`config.mk`:
```
export PLATFORM = sky130hd
export DESIGN_NAME = modport_bridge
export DESIGN_NICKNAME = d
export VERILOG_FILES = /design/src/rtl/ahb_apb_pkg.sv /design/src/rtl/apb_addr_decoder.sv /design/src/rtl/modport_bridge.sv
export SDC_FILE = /design/constraint.sdc
export NUM_CORES = 1
export LEC_CHECK = 0
export BUFFER_PORTS_ARGS = -buffer_cell sky130_fd_sc_hd__buf_2
export CORE_ASPECT_RATIO = 0.8
export CORE_MARGIN = 3
export CORE_UTILIZATION = 42
export CTS_CLUSTER_SIZE = 12
export DETAILED_ROUTE_END_ITERATION = 8
export PLACE_DENSITY = 0.82
export SYNTH_ARGS = -nofsm -noshare
export SYNTH_HDL_FRONTEND = slang
export SYNTH_SLANG_ARGS = --single-unit
```
`constraint.sdc`:
```
create_clock -name Hclk -period 2.5 [get_ports Hclk]
set_clock_uncertainty 0.2 [all_clocks]
set_input_delay 0.125 -clock Hclk [delete_from_list [all_inputs] [get_ports Hclk]]
set_output_delay 0.125 -clock Hclk [all_outputs]
set_load 0.005 [all_outputs]
```
`src/rtl/ahb_apb_pkg.sv`:
```
// rtl/ahb_apb_pkg.sv - shared types and constants for the AHB-Lite to APB bridge
package ahb_apb_pkg;

    // Bridge FSM states
    typedef enum logic [2:0] {
        ST_IDLE    = 3'd0,
        ST_WWAIT   = 3'd1,
        ST_WRITE   = 3'd2,
        ST_WENABLE = 3'd3,
        ST_READ    = 3'd4,
        ST_RENABLE = 3'd5
    } state_t;

    // AHB transfer types
    localparam logic [1:0] HTRANS_IDLE   = 2'b00;
    localparam logic [1:0] HTRANS_BUSY   = 2'b01;
    localparam logic [1:0] HTRANS_NONSEQ = 2'b10;
    localparam logic [1:0] HTRANS_SEQ    = 2'b11;

    // AHB response
    localparam logic [1:0] HRESP_OKAY = 2'b00;

    // APB slave windows, one 64 MB region each, selected by address bits [31:26]
    localparam logic [31:0] SLV0_BASE = 32'h8000_0000;
    localparam logic [31:0] SLV1_BASE = 32'h8400_0000;
    localparam logic [31:0] SLV2_BASE = 32'h8800_0000;
    localparam logic [31:0] SLV3_BASE = 32'h8C00_0000;
    localparam int          REGION_W  = 6;

    // Range that the bridge accepts; slave 3 is decoded but lies outside it
    localparam logic [31:0] VALID_LO = 32'h8000_0000;
    localparam logic [31:0] VALID_HI = 32'h8BFF_FFFF;

    // Region tag (top address bits) of slave idx
    function automatic logic [REGION_W-1:0] slave_region(input int idx);
        logic [31:0] base;
        case (idx)
            0:       base = SLV0_BASE;
            1:       base = SLV1_BASE;
            2:       base = SLV2_BASE;
            3:       base = SLV3_BASE;
            default: base = 32'hFFFF_FFFF;
        endcase
        return base[31 -: REGION_W];
    endfunction

endpackage

```
`src/rtl/apb_addr_decoder.sv`:
```
// rtl/apb_addr_decoder.sv - combinational AHB address to one-hot APB select decoder
//   addr  : AHB address
//   sel   : one-hot slave select (decoded regardless of the accepted range)
//   valid : address lies in the accepted range and hits a slave
module apb_addr_decoder
    import ahb_apb_pkg::*;
#(
    parameter int ADDR_W = 32,
    parameter int NSEL   = 4
) (
    input  logic [ADDR_W-1:0] addr,
    output logic [NSEL-1:0]   sel,
    output logic              valid
);

    always_comb begin
        sel = '0;
        for (int i = 0; i < NSEL; i++) begin
            if (addr[ADDR_W-1 -: REGION_W] == slave_region(i)) begin
                sel[i] = 1'b1;
            end
        end
        valid = (addr >= ADDR_W'(VALID_LO)) && (addr <= ADDR_W'(VALID_HI)) && (|sel);
    end

endmodule

```
`src/rtl/modport_bridge.sv`:
```
// rtl/modport_bridge.sv - non-pipelined AHB-Lite slave to APB master bridge
//   AHB side : Hclk, Hreset, Hwrite, Hreadyin, Htrans, Haddr, Hwdata -> Hrdata, Hreadyout, Hresp
//   APB side : Prdata -> Pselx, Pwrite, Penable, Paddr, Pwdata
module modport_bridge
    import ahb_apb_pkg::*;
#(
    parameter int ADDR_W = 32,
    parameter int DATA_W = 32,
    parameter int NSEL   = 4
) (
    input  logic              Hclk,
    input  logic              Hreset,
    input  logic              Hwrite,
    input  logic              Hreadyin,
    input  logic [1:0]        Htrans,
    input  logic [ADDR_W-1:0] Haddr,
    input  logic [DATA_W-1:0] Hwdata,
    output logic [DATA_W-1:0] Hrdata,
    output logic              Hreadyout,
    output logic [1:0]        Hresp,
    input  logic [DATA_W-1:0] Prdata,
    output logic [NSEL-1:0]   Pselx,
    output logic              Pwrite,
    output logic              Penable,
    output logic [ADDR_W-1:0] Paddr,
    output logic [DATA_W-1:0] Pwdata
);

    state_t            state, state_next;
    logic [NSEL-1:0]   dec_sel;
    logic              dec_valid;
    logic              xfer_valid;
    logic              capture;
    logic [ADDR_W-1:0] haddr_q;
    logic              hwrite_q;
    logic [NSEL-1:0]   sel_q;
    logic [DATA_W-1:0] pwdata_q;
    logic              apb_active;

    apb_addr_decoder #(
        .ADDR_W (ADDR_W),
        .NSEL   (NSEL)
    ) u_dec (
        .addr  (Haddr),
        .sel   (dec_sel),
        .valid (dec_valid)
    );

    assign xfer_valid = Hreadyin && (Htrans == HTRANS_NONSEQ || Htrans == HTRANS_SEQ) && dec_valid;

    // New address phases are only accepted while Hreadyout is high:
    // in idle and in the final (enable) cycle of an APB access.
    always_comb begin
        state_next = state;
        capture    = 1'b0;
        case (state)
            ST_IDLE, ST_WENABLE, ST_RENABLE: begin
                if (xfer_valid) begin
                    capture    = 1'b1;
                    state_next = Hwrite ? ST_WWAIT : ST_READ;
                end else begin
                    state_next = ST_IDLE;
                end
            end
            ST_WWAIT: state_next = ST_WRITE;
            ST_WRITE: state_next = ST_WENABLE;
            ST_READ:  state_next = ST_RENABLE;
            default:  state_next = ST_IDLE;
        endcase
    end

    always_ff @(posedge Hclk or posedge Hreset) begin
        if (Hreset) begin
            state    <= ST_IDLE;
            haddr_q  <= '0;
            hwrite_q <= 1'b0;
            sel_q    <= '0;
            pwdata_q <= '0;
        end else begin
            state <= state_next;
            if (capture) begin
                haddr_q  <= Haddr;
                hwrite_q <= Hwrite;
                sel_q    <= dec_sel;
            end
            // Write data arrives in the AHB data phase, one cycle after the address
            if (state == ST_WWAIT) begin
                pwdata_q <= Hwdata;
            end
        end
    end

    // Outputs decode from state so that an asynchronous reset clears them at once
    assign apb_active = (state == ST_WRITE) || (state == ST_WENABLE) ||
                        (state == ST_READ)  || (state == ST_RENABLE);

    assign Pselx     = apb_active ? sel_q : '0;
    assign Penable   = (state == ST_WENABLE) || (state == ST_RENABLE);
    assign Pwrite    = apb_active && hwrite_q;
    assign Paddr     = haddr_q;
    assign Pwdata    = pwdata_q;
    assign Hrdata    = (state == ST_RENABLE) ? Prdata : '0;
    assign Hreadyout = !((state == ST_WWAIT) || (state == ST_WRITE) || (state == ST_READ));
    assign Hresp     = HRESP_OKAY;

endmodule

```
==> impl_table.tex <==
\begin{tabular}{lr}
\hline
Metric & Value \\
\hline
\multicolumn{2}{l}{\textbf{Clock network}} \\
\quad Post-cts repair resize count & 0 \\
\quad Clk pin slew, worst setup/hold paths & 70 ps \\
\quad Total number of clock tree sinks & 72 \\
\quad Max H-tree Level & 3 \\
\quad Clock root buffer master & clkbuf\_8 \\
\quad Hold buffer count at cts & between 60 and 70 \\
\quad Number of buffers inserted by post-CTS setup repair & 0 \\
\quad CTS Buf Count & 9 \\
\quad Clk\_lat worst skew & 330 ps \\
\quad CTS tree & done \\
\quad Maximum root-to-sink buffer count & 2 \\
\multicolumn{2}{l}{\textbf{Pwr}} \\
\quad Total chip power & 4.54 mW \\
\quad Max rail drop VDD & 0.545 mV \\
\quad Leakage & about 2.8 nW \\
\quad Power density cells & 878 nW/µm² \\
\multicolumn{2}{l}{\textbf{Final layout}} \\
\quad Area growth from synthesis to final layout & 61.7\% \\
\quad Final core utilization & 72.5\% \\
\quad Share of final-layout standard cells stronger than drive strength 1 & between 50\% and 60\% \\
\quad Ant diodes & 0 \\
\quad Nets & about 600 \\
\multicolumn{2}{l}{\textbf{Worst setup path}} \\
\quad Delay of the slowest cell on the worst path & 560 ps \\
\quad Arrival time of the worst setup path & 2400 ps \\
\quad Cell count of the worst reg-to-reg path & 5 \\
\quad Largest delay contributor family on the critical path & buffers and inverters \\
\quad Max FO, Critical Path & 9 \\
\quad Launching point of the worst reg2reg path & state[2]\$\_DFF\_PP0\_ \\
\quad Element type at the critical path end & register \\
\quad Crit Path Category & reg -> reg \\
\quad Worst Setup SP & state[2]\$\_DFF\_PP0\_ \\
\quad Worst Path Buf+Inv & 1 \\
\quad Critical Path Source Type & register \\
\quad Reg-to-reg setup timing slack & 160 ps \\
\quad Critical path's slowest cell & dlygate4sd3\_1 \\
\quad Worst flop-to-flop path endpoint & sel\_q[0]\$\_DFFE\_PP0P\_ \\
\quad Cells along the critical path & xor2\_1, o21a\_2, or3\_4, o22ai\_1, dlygate4sd3\_1 \\
\quad Crit path required time & 2570 ps \\
\multicolumn{2}{l}{\textbf{Synth}} \\
\quad Cell type with the largest total area after synthesis & dfrtp\_1 \\
\quad Synth Cell Area & 3200 µm² \\
\quad Leading post-synthesis cells by cell area & dfrtp\_1, mux2\_2, mux2\_4 \\
\quad Unique masters post-synth & 34 \\
\quad Most frequently used cell type in the post-synthesis netlist & dfrtp\_1 \\
\quad EDFF count, synth & 0 \\
\quad Count of mapped cells out of synthesis & 227 \\
\quad Average cell area after synthesis & $\sim$14 µm² \\
\quad Synth top area share & between 50\% and 60\% \\
\quad Primary flip-flop cell chosen by synthesis mapping & dfrtp\_1 \\
\quad Synthesized flop and latch total & 72 \\
\quad Sequential area share after synthesis & 56.3\% \\
\quad Yosys warning count & 0 \\
\quad Leading post-synthesis cells by instance count & dfrtp\_1, and2\_1, mux2\_2 \\
\quad Synth async-reset ratio & 100\% \\
\multicolumn{2}{l}{\textbf{Global routing}} \\
\quad Remaining Overflow, GRT & 0 \\
\quad Largest net degree at the start of global routing & 39 \\
\quad Vias in the first global route & 3022 \\
\quad Global-route total usage across every layer & 22.1\% \\
\quad Wire length of the first global-routing pass & about 16000 µm \\
\quad Initial antenna violation count & 0 \\
\multicolumn{2}{l}{\textbf{Min path}} \\
\quad Worst hold path endpoint & Paddr[27]\$\_DFFE\_PP0P\_ \\
\quad Path type of the worst min-delay path & in -> reg \\
\quad Worst hold path cell count & 4 \\
\quad Startpoint of the tightest hold check path & Htrans[1] \\
\multicolumn{2}{l}{\textbf{Detailed routing}} \\
\quad Number of vias per cell & 4.53 \\
\quad WL per Instance & 15.8 µm \\
\quad Remaining antenna violation count after routing & 0 \\
\quad Number of optimization iterations in the first detailed-route pass & 4 \\
\quad Via count & 2723 \\
\quad Post-detailed-route DRC marker count & 0 \\
\quad Post-detailed-routing wire length & 9520 µm \\
\quad Starting DRT DRC Count & 67 \\
\multicolumn{2}{l}{\textbf{Die}} \\
\quad Rows & 27 \\
\quad Floorplan Core Area & roughly 7100 µm² \\
\quad I/O pin total & 207 \\
\quad Starting density of the core & 44.9\% \\
\quad Die area & approximately 8700 µm² \\
\quad Die extent in y & 84.1 µm \\
\quad Width of the chip & 104 µm \\
\multicolumn{2}{l}{\textbf{Placement}} \\
\quad Detail Placement HPWL & 6160 µm \\
\quad Port-buffer cells & 203 \\
\quad Weighted congestion reported at the end of routability-driven placement & 0.747 \\
\multicolumn{2}{l}{\textbf{Timing}} \\
\quad Remaining max-slew budget at the tightest pin & about 49\% \\
\quad Final hold violation count & 0 \\
\quad Setup violators final & 0 \\
\quad Final clock period utilization by the worst path & 93.5\% \\
\quad Final number of max-transition violations & 0 \\
\quad Maximum frequency from static timing analysis & 428 MHz \\
\quad Transition at the pin with the smallest max-transition slack & 766 ps \\
\quad Minimum period implied by the final worst setup slack & 2340 ps \\
\quad Setup repair after global routing missed its margin & false \\
\quad Setup Total Neg Slack & 0 ps \\
\multicolumn{2}{l}{\textbf{Flow run}} \\
\quad Max Cap Violations & 0 \\
\multicolumn{2}{l}{\textbf{Run status}} \\
\quad Outcome & finished, final reports clean \\
\hline
\end{tabular}
[logic make-up (layout without fill, tap and decap cells)]
group / after synthesis / count (layout) / synth area share (%)
xor gates and xnor gates: 2 / 2 / 0.548
AOI/OAI and AO/OA: 12 / 12 / 2.66
and+or+nand+nor: 59 / 59 / 12.6
muxes: 59 / 59 / 23.1
buffers and inverters: 22 / 294 / 4.58
DFF: 72 / 72 / 56.3
other: 1 / 2 / 0.117
[power by group]
| group | leakage (nW) | internal, mW | switching (mW) |
|---|---|---|---|
| combinational | 1.75 | 0.935 | 0.633 |
| clock | 0.124 | 0.691 | 0.420 |
| sequential | 0.904 | 1.61 | 0.254 |
[worst register-to-register path: stages (launching register included)]
cell and delay [ps]:
dfrtp_1 490, xor2_1 190, o21a_2 270, or3_4 420, o22ai_1 150, dlygate4sd3_1 560
[through the flow]
stage	cell area [µm²]	cells	setup slack, ps	hold slack, ps
2_1_floorplan	3200	228	350	14.1
3_3_place_gp	4290	522	544	96.2
3_5_place_dp	4290	522	497	106
4_1_cts	5170	601	202	23.6
5_1_grt	5170	601	48.7	55.5
6_report	5170	601	163	56.4
[final cells by class]
| class | count | area (µm²) |
|---|---|---|
| Fill cell | 491 | 1960 |
| Sequential cell | 72 | 1800 |
| Timing Repair Buffer | 270 | 1700 |
| Multi-Input combinational cell | 134 | 1260 |
| Clock buffer | 11 | 141 |
| Tap cell | 101 | 126 |
| Clock inverter | 5 | 104 |
| Inverter | 8 | 30.0 |
[cells in the final DEF (no fill, tap or decap), drive strengths merged, types with 3 or more instances in the layout]
master / count
bufinv: 3
o21a: 3
clkbuf: 11
mux2: 59
nor3: 7
dlygate4sd3: 63
buf: 207
nor2: 5
dfrtp: 72
nor2b: 4
inv: 8
and2: 36
[registers in the layout (all words and copies together), names as in the netlist]
name,cells
hwrite_q,1
Pwdata,32
Paddr,32
sel_q,4
state,3
[metal layers]
layer | share of wire (%) | global-route usage [%]
met1 | 41 | 26.7
met2 | 52 | 39.5
met3 | 5.8 | 5.88
met4 | 1.1 | 4.95
met5 | 0 | 0
[worst max path at each step]
stage | to | slack, ps | cells after the start
2_1_floorplan | Paddr[0]$_DFFE_PP0P_ | 350 | 1
3_3_place_gp | Paddr[24]$_DFFE_PP0P_ | 540 | 5
3_5_place_dp | hwrite_q$_DFFE_PP0P_ | 500 | 5
4_1_cts | sel_q[0]$_DFFE_PP0P_ | 200 | 5
5_1_grt | sel_q[0]$_DFFE_PP0P_ | 50 | 5
6_report | sel_q[0]$_DFFE_PP0P_ | 160 | 5
(Power assumes the default switching activity.)
